==> src/rtl/upe_tripleadd_seq.sv <==
// rtl/upe_tripleadd_seq.sv - operand latch, settle/capture and LSB-first LED serialiser for upe_tripleadd64
// Optional: UPE_SEQ_PARITY_EN appends an even-parity bit after the result bits.
module upe_tripleadd_seq #(
  parameter int WIDTH      = 64,
  parameter int SETTLE     = 2,
  parameter int INTERVAL_W = 32
) (
  input  logic                  clk,
  input  logic                  rst_n,
  input  logic                  start,
  input  logic [WIDTH-1:0]      op_a,
  input  logic [WIDTH-1:0]      op_b,
  input  logic [WIDTH-1:0]      op_c,
  input  logic [INTERVAL_W-1:0] interval,
  output logic [WIDTH-1:0]      add_a,
  output logic [WIDTH-1:0]      add_b,
  output logic [WIDTH-1:0]      add_c,
  input  logic [WIDTH-1:0]      add_out,
  input  logic                  add_co1,
  input  logic                  add_co2,
  output logic [WIDTH-1:0]      result,
  output logic [1:0]            carry,
  output logic                  led,
  output logic                  busy,
  output logic                  done
);

  localparam int BW = $clog2(WIDTH + 1);
  localparam int SW = (SETTLE > 1) ? $clog2(SETTLE) : 1;
`ifdef UPE_SEQ_PARITY_EN
  localparam int NB = WIDTH + 1;
`else
  localparam int NB = WIDTH;
`endif
  localparam logic [BW-1:0] LAST_BIT   = BW'(NB - 1);
  localparam logic [SW-1:0] SETTLE_LD  = SW'(SETTLE - 1);

  typedef enum logic [2:0] {
    S_IDLE,
    S_SETTLE,
    S_CAPTURE,
    S_SHIFT,
    S_DONE
  } state_t;

  state_t                state_q, state_d;
  logic [WIDTH-1:0]      add_a_q, add_a_d;
  logic [WIDTH-1:0]      add_b_q, add_b_d;
  logic [WIDTH-1:0]      add_c_q, add_c_d;
  logic [WIDTH-1:0]      result_q, result_d;
  logic [1:0]            carry_q, carry_d;
  logic                  led_q, led_d;
  logic                  busy_q, busy_d;
  logic                  done_q, done_d;
  logic [INTERVAL_W-1:0] ival_q, ival_d;
  logic [INTERVAL_W-1:0] tick_q, tick_d;
  logic [BW-1:0]         bitnum_q, bitnum_d;
  logic [SW-1:0]         settle_cnt_q, settle_cnt_d;

  logic [BW-1:0]         bitnum_inc;
  logic [WIDTH-1:0]      result_shifted;
  logic                  next_bit;

  // Bit that goes on the LED once the current bit period expires.
  always_comb begin
    bitnum_inc     = bitnum_q + BW'(1);
    result_shifted = result_q >> bitnum_inc;
    next_bit       = result_shifted[0];
`ifdef UPE_SEQ_PARITY_EN
    if (bitnum_inc == BW'(WIDTH)) next_bit = ^result_q;
`endif
  end

  always_comb begin
    state_d      = state_q;
    add_a_d      = add_a_q;
    add_b_d      = add_b_q;
    add_c_d      = add_c_q;
    result_d     = result_q;
    carry_d      = carry_q;
    led_d        = led_q;
    busy_d       = busy_q;
    done_d       = 1'b0;
    ival_d       = ival_q;
    tick_d       = tick_q;
    bitnum_d     = bitnum_q;
    settle_cnt_d = settle_cnt_q;

    unique case (state_q)
      S_IDLE: begin
        if (start) begin
          add_a_d      = op_a;
          add_b_d      = op_b;
          add_c_d      = op_c;
          ival_d       = interval;
          settle_cnt_d = SETTLE_LD;
          busy_d       = 1'b1;
          state_d      = S_SETTLE;
        end
      end
      S_SETTLE: begin
        if (settle_cnt_q == '0) begin
          state_d = S_CAPTURE;
        end else begin
          settle_cnt_d = settle_cnt_q - SW'(1);
        end
      end
      S_CAPTURE: begin
        result_d = add_out;
        carry_d  = {add_co2, add_co1};
        led_d    = add_out[0];
        bitnum_d = '0;
        tick_d   = '0;
        state_d  = S_SHIFT;
      end
      S_SHIFT: begin
        if (tick_q == ival_q) begin
          tick_d = '0;
          if (bitnum_q == LAST_BIT) begin
            led_d   = 1'b0;
            done_d  = 1'b1;
            state_d = S_DONE;
          end else begin
            bitnum_d = bitnum_inc;
            led_d    = next_bit;
          end
        end else begin
          tick_d = tick_q + INTERVAL_W'(1);
        end
      end
      S_DONE: begin
        busy_d  = 1'b0;
        state_d = S_IDLE;
      end
      default: state_d = S_IDLE;
    endcase
  end

  always_ff @(posedge clk or negedge rst_n) begin
    if (!rst_n) begin
      state_q      <= S_IDLE;
      add_a_q      <= '0;
      add_b_q      <= '0;
      add_c_q      <= '0;
      result_q     <= '0;
      carry_q      <= '0;
      led_q        <= 1'b0;
      busy_q       <= 1'b0;
      done_q       <= 1'b0;
      ival_q       <= '0;
      tick_q       <= '0;
      bitnum_q     <= '0;
      settle_cnt_q <= '0;
    end else begin
      state_q      <= state_d;
      add_a_q      <= add_a_d;
      add_b_q      <= add_b_d;
      add_c_q      <= add_c_d;
      result_q     <= result_d;
      carry_q      <= carry_d;
      led_q        <= led_d;
      busy_q       <= busy_d;
      done_q       <= done_d;
      ival_q       <= ival_d;
      tick_q       <= tick_d;
      bitnum_q     <= bitnum_d;
      settle_cnt_q <= settle_cnt_d;
    end
  end

  assign add_a  = add_a_q;
  assign add_b  = add_b_q;
  assign add_c  = add_c_q;
  assign result = result_q;
  assign carry  = carry_q;
  assign led    = led_q;
  assign busy   = busy_q;
  assign done   = done_q;

endmodule

==> config.mk <==
export PLATFORM = sky130hd
export DESIGN_NAME = upe_tripleadd_seq
export DESIGN_NICKNAME = d
export VERILOG_FILES = /design/src/rtl/upe_tripleadd_seq.sv
export SDC_FILE = /design/constraint.sdc
export NUM_CORES = 1
export LEC_CHECK = 0
export ABC_AREA = 0
export ABC_CLOCK_PERIOD_IN_PS = 2500
export BUFFER_PORTS_ARGS = -buffer_cell sky130_fd_sc_hd__buf_2
export CAP_MARGIN = 20
export CORE_AREA = 2 2 212 214
export CTS_CLUSTER_DIAMETER = 150
export DETAILED_ROUTE_END_ITERATION = 6
export DIE_AREA = 0 0 214 216
export PLACE_DENSITY = 0.67
export SLEW_MARGIN = 5
export SYNTH_ARGS = -nofsm -noshare
export SYNTH_HDL_FRONTEND = slang
export SYNTH_SLANG_ARGS = --single-unit
==> constraint.sdc <==
create_clock -name clk -period 2.5 [get_ports clk]
set_input_delay 0.25 -clock clk [delete_from_list [all_inputs] [get_ports clk]]
set_output_delay 0.25 -clock clk [all_outputs]
set_load 0.05 [all_outputs]
; ---- Yosys cells after proc, flatten, opt, wreduce, memory -nomap -nowiden
; Index checks and enable logic that the tools add are counted.
[op_classes]
addsub = 3
mul = 0
n_div = 0
magnitude_cmp = 0
eq_ne = 11
shifts = 1
mux = 20
bitwise_logic = 0
n_reduce_logical = 10
[op_table]
columns = op, n
row1 = case mux 32 bit (2 select lines), 1
row2 = right shift 64 x 7 -> 1 bit, 1
row3 = "adder 32 x 1 -> 32 bit, second input constant", 1
row4 = equality test 32 bit, 1
row5 = two-way mux 32 bit, 1
row6 = two-way mux 7 bit, 2
row7 = case mux 7 bit (2 select lines), 1
row8 = two-way mux 3 bit, 4
row9 = case mux 3 bit (4 select lines), 1
row10 = "inequality test 2 bit, second input constant", 5
row11 = AND reduction 2 bit, 4
row12 = "adder 7 x 1 -> 7 bit, second input constant", 1
row13 = "equality test 7 x 6 -> 1 bit, second input constant", 1
row14 = two-way mux 1 bit, 7
row15 = "equality test 3 x 2 -> 1 bit, second input constant", 2
row16 = case mux 1 bit (2 select lines), 3
row17 = nonzero test 2 bit, 3
row18 = AND reduction 4 bit, 1
row19 = "equality test 3 x 1 -> 1 bit, second input constant", 1
row20 = "equality test 3 bit, second input constant", 1
row21 = logical NOT 3 bit, 1
row22 = AND reduction 3 bit, 1
row23 = "subtractor 1 bit, second input constant", 1
[totals]
regBits = 336
latch_bits = 0
ramBits = 0
romBits = 0
word_cells = 58
memories = 0

; ---- Longest topological paths before layout
; Gate-level depths: netlist of run 1.
[depth]
depth_word = 5
depth_mapped = 9

; ---- Least setup slack after synthesis of run 1
; OpenSTA, ideal clock, no wires.
[synth_path]
kind = register to register
startpoint = register bitnum_q[0]
endpoint = register led_q, in the netlist led
setup_ns = 0.088
t_arrival_ns = 1.949
required_time_ns = 2.412
setup_slack_ns = 0.463
stages_incl_launch_ff = 9
synth_period_minus_slack_ns = 2.037
cell_sequence = dfrtp_1 > ha_1 > xor2_1 > buf_4 > mux4_2 > nor2_1 > o311ai_0 > nand3_1 > a41oi_1
[synth_between]
elab_chain_cells = 5
[synth_rtl]
columns = item, line
row1 = "start, declared", 57  ; logic [BW-1:0] bitnum_q, bitnum_d;
row2 = "start signal, assigned", 166  ; bitnum_q <= bitnum_d;
row3 = adder 7 x 1 -> 7 bit, 66  ; bitnum_inc = bitnum_q + BW'(1);
row4 = right shift 64 x 7 -> 1 bit, 67  ; result_shifted = result_q >> bitnum_inc;
row5 = two-way mux 1 bit *, 119  ; if (bitnum_q == LAST_BIT) begin
row6 = two-way mux 1 bit *, 117  ; if (tick_q == ival_q) begin
row7 = case mux 1 bit (2 select lines) *, 89  ; unique case (state_q)
row8 = "end signal, assigned", 161  ; led_q <= led_d;
row9 = "end, declared", 52  ; logic led_q, led_d;
; Every way passes the cells marked *; elsewhere a longest branch is shown, timed or not. The select of a mux whose other input is x is not followed.
; A chain may end at the register's enable or synchronous reset.

; ---- Worst setup path after layout of run 1
[layout_path]
startpoint = register tick_q[16]
endpoint = register bitnum_q[4]
[layout_between]
elab_chain_cells = 3
[layout_rtl]
columns = item, line
row1 = "start, declared", 56  ; logic [INTERVAL_W-1:0] tick_q, tick_d;
row2 = "start signal, assigned", 165  ; tick_q <= tick_d;
row3 = equality test 32 bit, 117
row4 = inequality test 2 bit (no source line), n/a
row5 = AND reduction 3 bit (no source line), n/a
; Every way passes these cells.

==> results of run 1 <==
-- what timing repair did --
| item | CTS | global route |
|---|---|---|
| setup endpoints to repair | 0 | 1 |
| buffers inserted | 0 | 0 |
| hold buffers | 292 | 0 |
| gates resized for setup | 0 | 1 |
| endpoints found under the hold margin | 370 | 0 |
-- synth_stat cells, types with 2 or more instances --
cell       instances
nor2b_1            6
a2111oi_0          2
and2_1             3
inv_1              7
o2bb2ai_1          4
buf_2             26
nor4_2             6
a22o_1             6
dfrtp_1          336
nor4_4             3
nor3_1             3
nand4_4            2
buf_4              4
o31ai_1            7
buf_1              3
o21ai_1           22
nor4_1             4
mux2i_1            4
nor2_1            33
o41ai_1            5
nand4_1            8
o21ai_0            4
xnor2_1            7
buf_6              3
xor2_1            43
mux2_2           291
clkbuf_1          16
ha_1               2
mux4_2            14
a31oi_1            7
and3_1             7
nand3_1           20
a21oi_1           12
nand2_1           35
-- layout make-up --
type                    instances  area, um^2  area share, %
well taps                     592       740.7          3.359
clock buffers                  56        1080          4.896
inverters                       7       26.28         0.1191
flip-flops and latches        336        8408          38.13
clock inverters                11       141.4         0.6411
diodes                          3       7.507        0.03404
repair buffers                891        6183          28.04
multi-input cells             579        5465          24.78
-- through the flow --
step / utilization [%] / setup slack, ns / instances / hold slack [ns] / power (uW)
CTS: 50.27 / 0.1713 / 2472 / 0.3519 / 14000
floorplan: - / 0.4629 / 974 / -0.04559 / 7200
global route: 50.31 / 0.03684 / 2475 / 0.3755 / 14390
finish: 50.31 / 0.2696 / 2475 / 0.3109 / 13860
global placement: 40.82 / 0.2607 / 2113 / 0.3614 / 7935
detailed placement: 40.82 / 0.2093 / 2113 / 0.3641 / 7969
-- flip-flops by register name, indices dropped and copies added, names as in the netlist --
signal / flops
bitnum_q: 7
led: 1
tick_q: 32
done: 1
add_a: 64
settle_cnt_q: 1
ival_q: 32
result: 64
add_c: 64
carry: 2
busy: 1
add_b: 64
state_q: 3
-- worst max-delay path: cells and delay by family, from the launching register on --
family / cells / cell delay, ns
xor+xnor: 1 / 0.20
compound gates: 3 / 0.57
flops: 1 / 0.45
simple gates: 3 / 0.89
-- layer usage --
layer	wire [um]	vias up	share of wire (%)
li1	-	5275	-
met1	17760	5804	38
met2	24420	436	52
met3	3065	122	6.5
met4	1997	2	4.2
met5	13	-	0.028
-- power breakdown --
part / internal, uW / leakage, uW / total (uW) / switching (uW)
clock network: 3310 / 0.000600 / 5580 / 2270
registers: 5720 / 0.00426 / 5940 / 224
logic: 919 / 0.00590 / 2330 / 1410
total: 9950 / 0.0108 / 13900 / 3910
-- worst paths after layout --
check	slack, ns	endpoint	depth (start not counted)	start
setup / recovery	0.27	bitnum_q[4]$_DFFE_PN0P_	7	tick_q[16]$_DFFE_PN0N_
min in group clk	0.46	result[29]$_DFFE_PN0N_	3	add_out[29]
hold / removal	0.31	result[11]$_DFFE_PN0N_	2	rst_n
hold reg to reg	0.50	add_b[56]$_DFFE_PN0P_	1	add_b[56]$_DFFE_PN0P_
max in group asynchronous	1.28	result[46]$_DFFE_PN0N_	3	rst_n
setup reg to reg	0.27	bitnum_q[4]$_DFFE_PN0P_	7	tick_q[16]$_DFFE_PN0N_
-- cell families (layout without fill, tap and decap cells) --
logic type      Yosys count  count (layout)
mux                     310             310
buf+inv                  59             965
compound gates           77              77
other cells               0               3
fa+ha+maj                 2               2
simple gates            140             140
flops                   336             336
xor+xnor                 50              50
==> Flow_metrics.wiki, run 1 <==
{| class="wikitable"
! Metric !! Value
|-
| Post-synthesis cell type count || 53
|-
| Max capacitance violation total || 0
|-
| Weighted congestion reported at the end of routability-driven placement || 0.8827
|-
| Leading area contributor after synthesis || dfrtp_1
|-
| Worst Skew || 0.02210 ns
|-
| Clock sink count || 336
|-
| Crit path kind || reg -> reg
|-
| Wire length per cell after detailed routing || 19.10 um
|-
| Power density over cell area || 628.4 mW/mm^2
|-
| Die width || 214 um
|-
| Xor-xnor portion of the synthesized cell area || 3.096%
|-
| Initial core utilization || 32.26%
|-
| Antenna Violating Nets Remaining || 0
|-
| Share of final-layout standard cells stronger than drive strength 1 || 52.13%
|-
| Post-synthesis register bit count || 336
|-
| Number of failing setup endpoints in the final timing report || 0
|-
| Drt initial violations || 437
|-
| Slowest cell on the critical path || dfrtp_1
|-
| Top library cells by usage in the layout, fill and taps aside || buf_2 (552), dfrtp_1 (336), dlygate4sd3_1 (292), mux2_2 (291), xor2_1 (42)
|-
| Overflow after GRT || 0
|-
| Post-layout min period || 2.230 ns
|-
| Number of I/O pins || 554
|-
| Htree depth || 2
|-
| Final net count || 2149
|-
| Detailed-routing iteration count for the pre-antenna-repair pass || 5
|-
| Setup repair after global routing missed its margin || no
|-
| Total count of max-transition violations in the final report || 0
|-
| Avg Cell Area, Syn || 14.52 um^2
|-
| Area Overhead vs Synth || 55.92%
|-
| Primary FF master, synth || dfrtp_1
|-
| Warning count from the yosys run || 0
|-
| Global routing usage on met2 || 36.06%
|-
| Site Rows || 77
|-
| Average vias per placed instance || 4.703
|-
| Post-synthesis mux area share || 25.79%
|-
| Combinational family with the most area after synthesis || multiplexers
|-
| Arrival @ worst endpoint || 2.65 ns
|-
| TritonCTS clock tree || yes
|-
| Outcome || complete, no violations
|-
| Busiest layer in global routing || met2
|-
| # DRC || 0
|-
| Sequential element share of the synthesized area || 59.45%
|-
| Sort of element at the end of the critical path || flop
|-
| Final hold violation count || 0
|-
| Syn Nets || 1269
|-
| Pin count of the biggest net entering global routing || 99
|-
| Peak fanout along the critical path || 7
|-
| Placed cell areas || 0.01789 mm^2
|-
| Core area || 0.04384 mm^2
|-
| Area share of and/or/nand/nor cells after synthesis || 5.777%
|-
| Portion of synthesized cell area occupied by the leading cell type || 59.45%
|-
| Initial antenna violation count || 4
|-
| Critical Path Source Type || flop
|-
| Wire length of the first global-routing pass || 73640 um
|-
| Max IR drop VDD || 0.0005521 V
|-
| Global Route met3 Usage || 5.370%
|-
| Layout Cell Area excl Fill || 0.02205 mm^2
|-
| Fmax achieved || 448.3 MHz
|-
| Final period utilization || 89.22%
|-
| Async S/R FF share, synth || 100.0%
|-
| Total routing resource utilization after global routing || 20.26%
|-
| Insertion delay of the later-clocked pin in the worst-skew pair || 0.55 ns
|-
| Hold Path Class || in -> async
|-
| Mapped Cells || 974
|-
| Max incr delay on CP || 0.45 ns
|-
| Cell at the root of the clock tree || clkbuf_16
|-
| Final Routed Wirelength || 47260 um
|-
| Share of the synthesized area in compound gates (AO/OA/AOI/OAI) || 3.654%
|-
| Transition time at the pin with the least slew margin || 0.8955 ns
|-
| Share of synthesized cell area in full adder, half adder and majority cells || 0.1769%
|-
| Final-layout setup total negative slack || 0 ns
|-
| Number of global-route vias before repair || 12.98k
|-
| HPWL after DPL || 32140 um
|-
| CP required || 2.92 ns
|-
| Clock transition at the registers of the reported paths || 0.06 ns
|-
| Top post-synthesis cells by area || dfrtp_1 (59%), mux2_2 (23%), xor2_1 (2.7%)
|-
| Overall die height || 216 um
|-
| Leading cell type in the layout, fill and taps excluded || buf_2
|-
| Routed via count || 11.64k
|-
| Count of buffers from port buffering || 553
|-
| Ordered cell list for the critical path || xor2_1 > nor4_2 > nand4_4 > nor2_1 > o21ai_1 > o2bb2ai_1 > a22o_1
|-
| Die ar. || 0.04622 mm^2
|-
| Post-synth EDFFs || 0
|-
| Layout fillers || 3711
|-
| Number of clock buffers inserted by TritonCTS || 39
|-
| Slew headroom || 40.30%
|-
| Static leakage || 0.01076 uW
|-
| Number of buffers between clock root and the deepest sink || 3
|-
| Global-route track usage on met1 || 22.62%
|-
| Post-synthesis instance area || 0.01414 mm^2
|}
No activity file was read; power rests on OpenSTA's default activity.
==> run 2: changes to the inputs <==
HOLD_SLACK_MARGIN = 0.1   (was not set)
RECOVER_POWER = 50   (was not set)
==> run 2 against run 1 <==
Effect of this change: first-iteration DRC count rose by 1.4%; critical path depth fell by 1; cell area fell by 1.2%; clock power barely moved; via count barely moved; sequential power barely moved; setup slack improved by 0.0013 ns; die area did not move; hold slack improved by 0.15 ns; clock skew rose by 0.0026 ns; critical path type unchanged; largest cell class unchanged; highest routed layer unchanged.
==> Flow_metrics.wiki, run 2 (synthesis gave the netlist of run 1 again) <==
{| class="wikitable"
! Metric !! Value
|-
| Outcome || complete, no violations
|-
| Number of global-route vias before repair || 12.98k
|-
| Critical path's top delay family || simple AND/OR/NAND/NOR gates
|-
| Area Overhead vs Synth || 54.02%
|-
| Ordered cell list for the critical path || nand4_2 > nor4_1 > and3_1 > and2_1 > nand3_1 > o41ai_1
|-
| Cell at the root of the clock tree || clkbuf_16
|-
| Routed via count || 11.64k
|-
| TritonCTS clock tree || yes
|-
| Postcts setup bufs || 0
|-
| Total routing resource utilization after global routing || 20.26%
|-
| Crit path kind || reg -> reg
|-
| Max incr delay on CP || 0.46 ns
|-
| Busiest layer in global routing || met2
|-
| Post-layout min period || 2.229 ns
|-
| Final hold violation count || 0
|-
| Fmax achieved || 448.6 MHz
|-
| Global routing usage on met2 || 36.06%
|-
| Leading cell type in the layout, fill and taps excluded || buf_2
|-
| Slowest cell on the critical path || dfrtp_1
|-
| Site Rows || 77
|-
| Number of buffers between clock root and the deepest sink || 3
|-
| Antenna Violating Nets Remaining || 0
|-
| Htree depth || 2
|-
| Initial antenna violation count || 4
|-
| Die ar. || 0.04622 mm^2
|-
| Layout fillers || 3813
|-
| Insertion delay of the later-clocked pin in the worst-skew pair || 0.55 ns
|-
| Initial core utilization || 32.26%
|-
| HPWL after DPL || 32140 um
|-
| Clock transition at the registers of the reported paths || 0.06 ns
|-
| Max IR drop VDD || 0.0005497 V
|-
| Worst Skew || 0.02472 ns
|-
| Final net count || 2149
|-
| Final Routed Wirelength || 47150 um
|-
| Weighted congestion reported at the end of routability-driven placement || 0.8827
|-
| Global-route track usage on met1 || 22.62%
|-
| Slew headroom || 0.2953%
|-
| Post-placement setup slack || 0.2093 ns
|-
| Worst path buffer plus inverter count || 0
|-
| Max capacitance violation total || 0
|-
| Number of stages on the worst hold path || 3
|-
| Share of final-layout standard cells stronger than drive strength 1 || 44.57%
|-
| R2R setup slack || 0.27 ns
|-
| Final-layout setup total negative slack || 0 ns
|-
| Endpoint of the most critical register-to-register path || tick_q[31]$_DFFE_PN0N_
|-
| Drt initial violations || 443
|-
| Depth of the worst register-to-register path || 6
|-
| Global Route met3 Usage || 5.370%
|-
| Critical Path Source Type || flop
|-
| Hold Path Class || in -> reg
|-
| Pin count of the biggest net entering global routing || 99
|-
| Transition time at the pin with the least slew margin || 1.496 ns
|-
| Count of buffers from port buffering || 553
|-
| Total count of max-transition violations in the final report || 0
|-
| Arrival @ worst endpoint || 2.64 ns
|-
| Layout Cell Area excl Fill || 0.02178 mm^2
|-
| Final period utilization || 89.17%
|-
| Wire length of the first global-routing pass || 73640 um
|-
| Hold endpoint || add_b[31]$_DFFE_PN0P_
|-
| Overall die height || 216 um
|-
| Power density over cell area || 634.0 mW/mm^2
|-
| Static leakage || 0.01025 uW
|-
| Number of I/O pins || 554
|-
| Placed cell areas || 0.01789 mm^2
|-
| Slack of the critical path || 0.2708 ns
|-
| Number of failing setup endpoints in the final timing report || 0
|-
| Peak fanout along the critical path || 8
|-
| Overflow after GRT || 0
|-
| Die width || 214 um
|-
| Top library cells by usage in the layout, fill and taps aside || buf_2 (424), dfrtp_1 (336), dlygate4sd3_1 (292), mux2_2 (291), clkbuf_1 (155)
|-
| # DRC || 0
|-
| Detailed-routing iteration count for the pre-antenna-repair pass || 5
|-
| Startpoint of the tightest hold check path || op_b[31]
|-
| Sort of element at the end of the critical path || flop
|-
| Placed Instances || 2113
|-
| Number of clock buffers inserted by TritonCTS || 39
|-
| Clock sink count || 336
|-
| Core area || 0.04384 mm^2
|-
| Non-filler cells in the finished layout || 2475
|-
| Reg-to-Reg Start || tick_q[5]$_DFFE_PN0N_
|-
| Timing startpoint of the critical path || tick_q[5]$_DFFE_PN0N_
|-
| CP required || 2.91 ns
|-
| Wire length per cell after detailed routing || 19.05 um
|-
| Average vias per placed instance || 4.704
|-
| Setup repair after global routing missed its margin || no
|}
==> run 2: changes by cell type in the layout (fill, tap and decap cells not counted), sizes merged <==
cell and change:
clkbuf +148, buf -148
==> run 2: worst max path at each step <==
stage | to | depth (start not counted)
detailed placement | led$_DFFE_PN0P_ | 8
global route | led$_DFFE_PN0P_ | 7
global placement | led$_DFFE_PN0P_ | 8
finish | tick_q[31]$_DFFE_PN0N_ | 6
floorplan | led$_DFFE_PN0P_ | 8
CTS | led$_DFFE_PN0P_ | 8
==> run 2: routing by layer <==
metal	up-vias	part of all wire (%)
met2	433	52
met1	5806	38
met3	119	6.3
met5	-	0.028
met4	2	4.2
li1	5283	-
==> run 2: metrics by stage <==
step / power [uW] / util (%) / hold WS, ns
6_report: 13810 / 49.70 / 0.4603
3_3_place_gp: 7935 / 40.82 / 0.3614
2_1_floorplan: 7200 / - / -0.04559
4_1_cts: 14000 / 50.27 / 0.3519
3_5_place_dp: 7969 / 40.82 / 0.3641
5_1_grt: 14340 / 49.70 / 0.4579
==> run 2: cell type report <==
class	count	area [um^2]	share of cell area, %
Antenna cell	3	7.507	0.03446
Multi-Input combinational cell	579	5465	25.09
Sequential cell	336	8408	38.60
Clock buffer	56	1080	4.957
Timing Repair Buffer	891	5916	27.16
Clock inverter	11	141.4	0.6490
Inverter	7	26.28	0.1206
Tap cell	592	740.7	3.400
==> run 2: power by group <==
group	switching [uW]	internal, uW	total, uW	leakage [uW]
Clock	2270	3310	5580	0.000600
Combinational	1410	870	2280	0.00538
Sequential	228	5720	5950	0.00426
Total	3910	9900	13800	0.0102
==> run 2: worst min-delay path, delay by kind of cell <==
family,cells,cell delay [ns]
buffers and inverters,2,0.60
muxes,1,0.13
==> run 2: repair_timing <==
action                                  CTS  global route
hold buffers                            292             0
endpoints found under the setup margin    0             1
resized for setup                         0             1
hold endpoints to repair                373             0
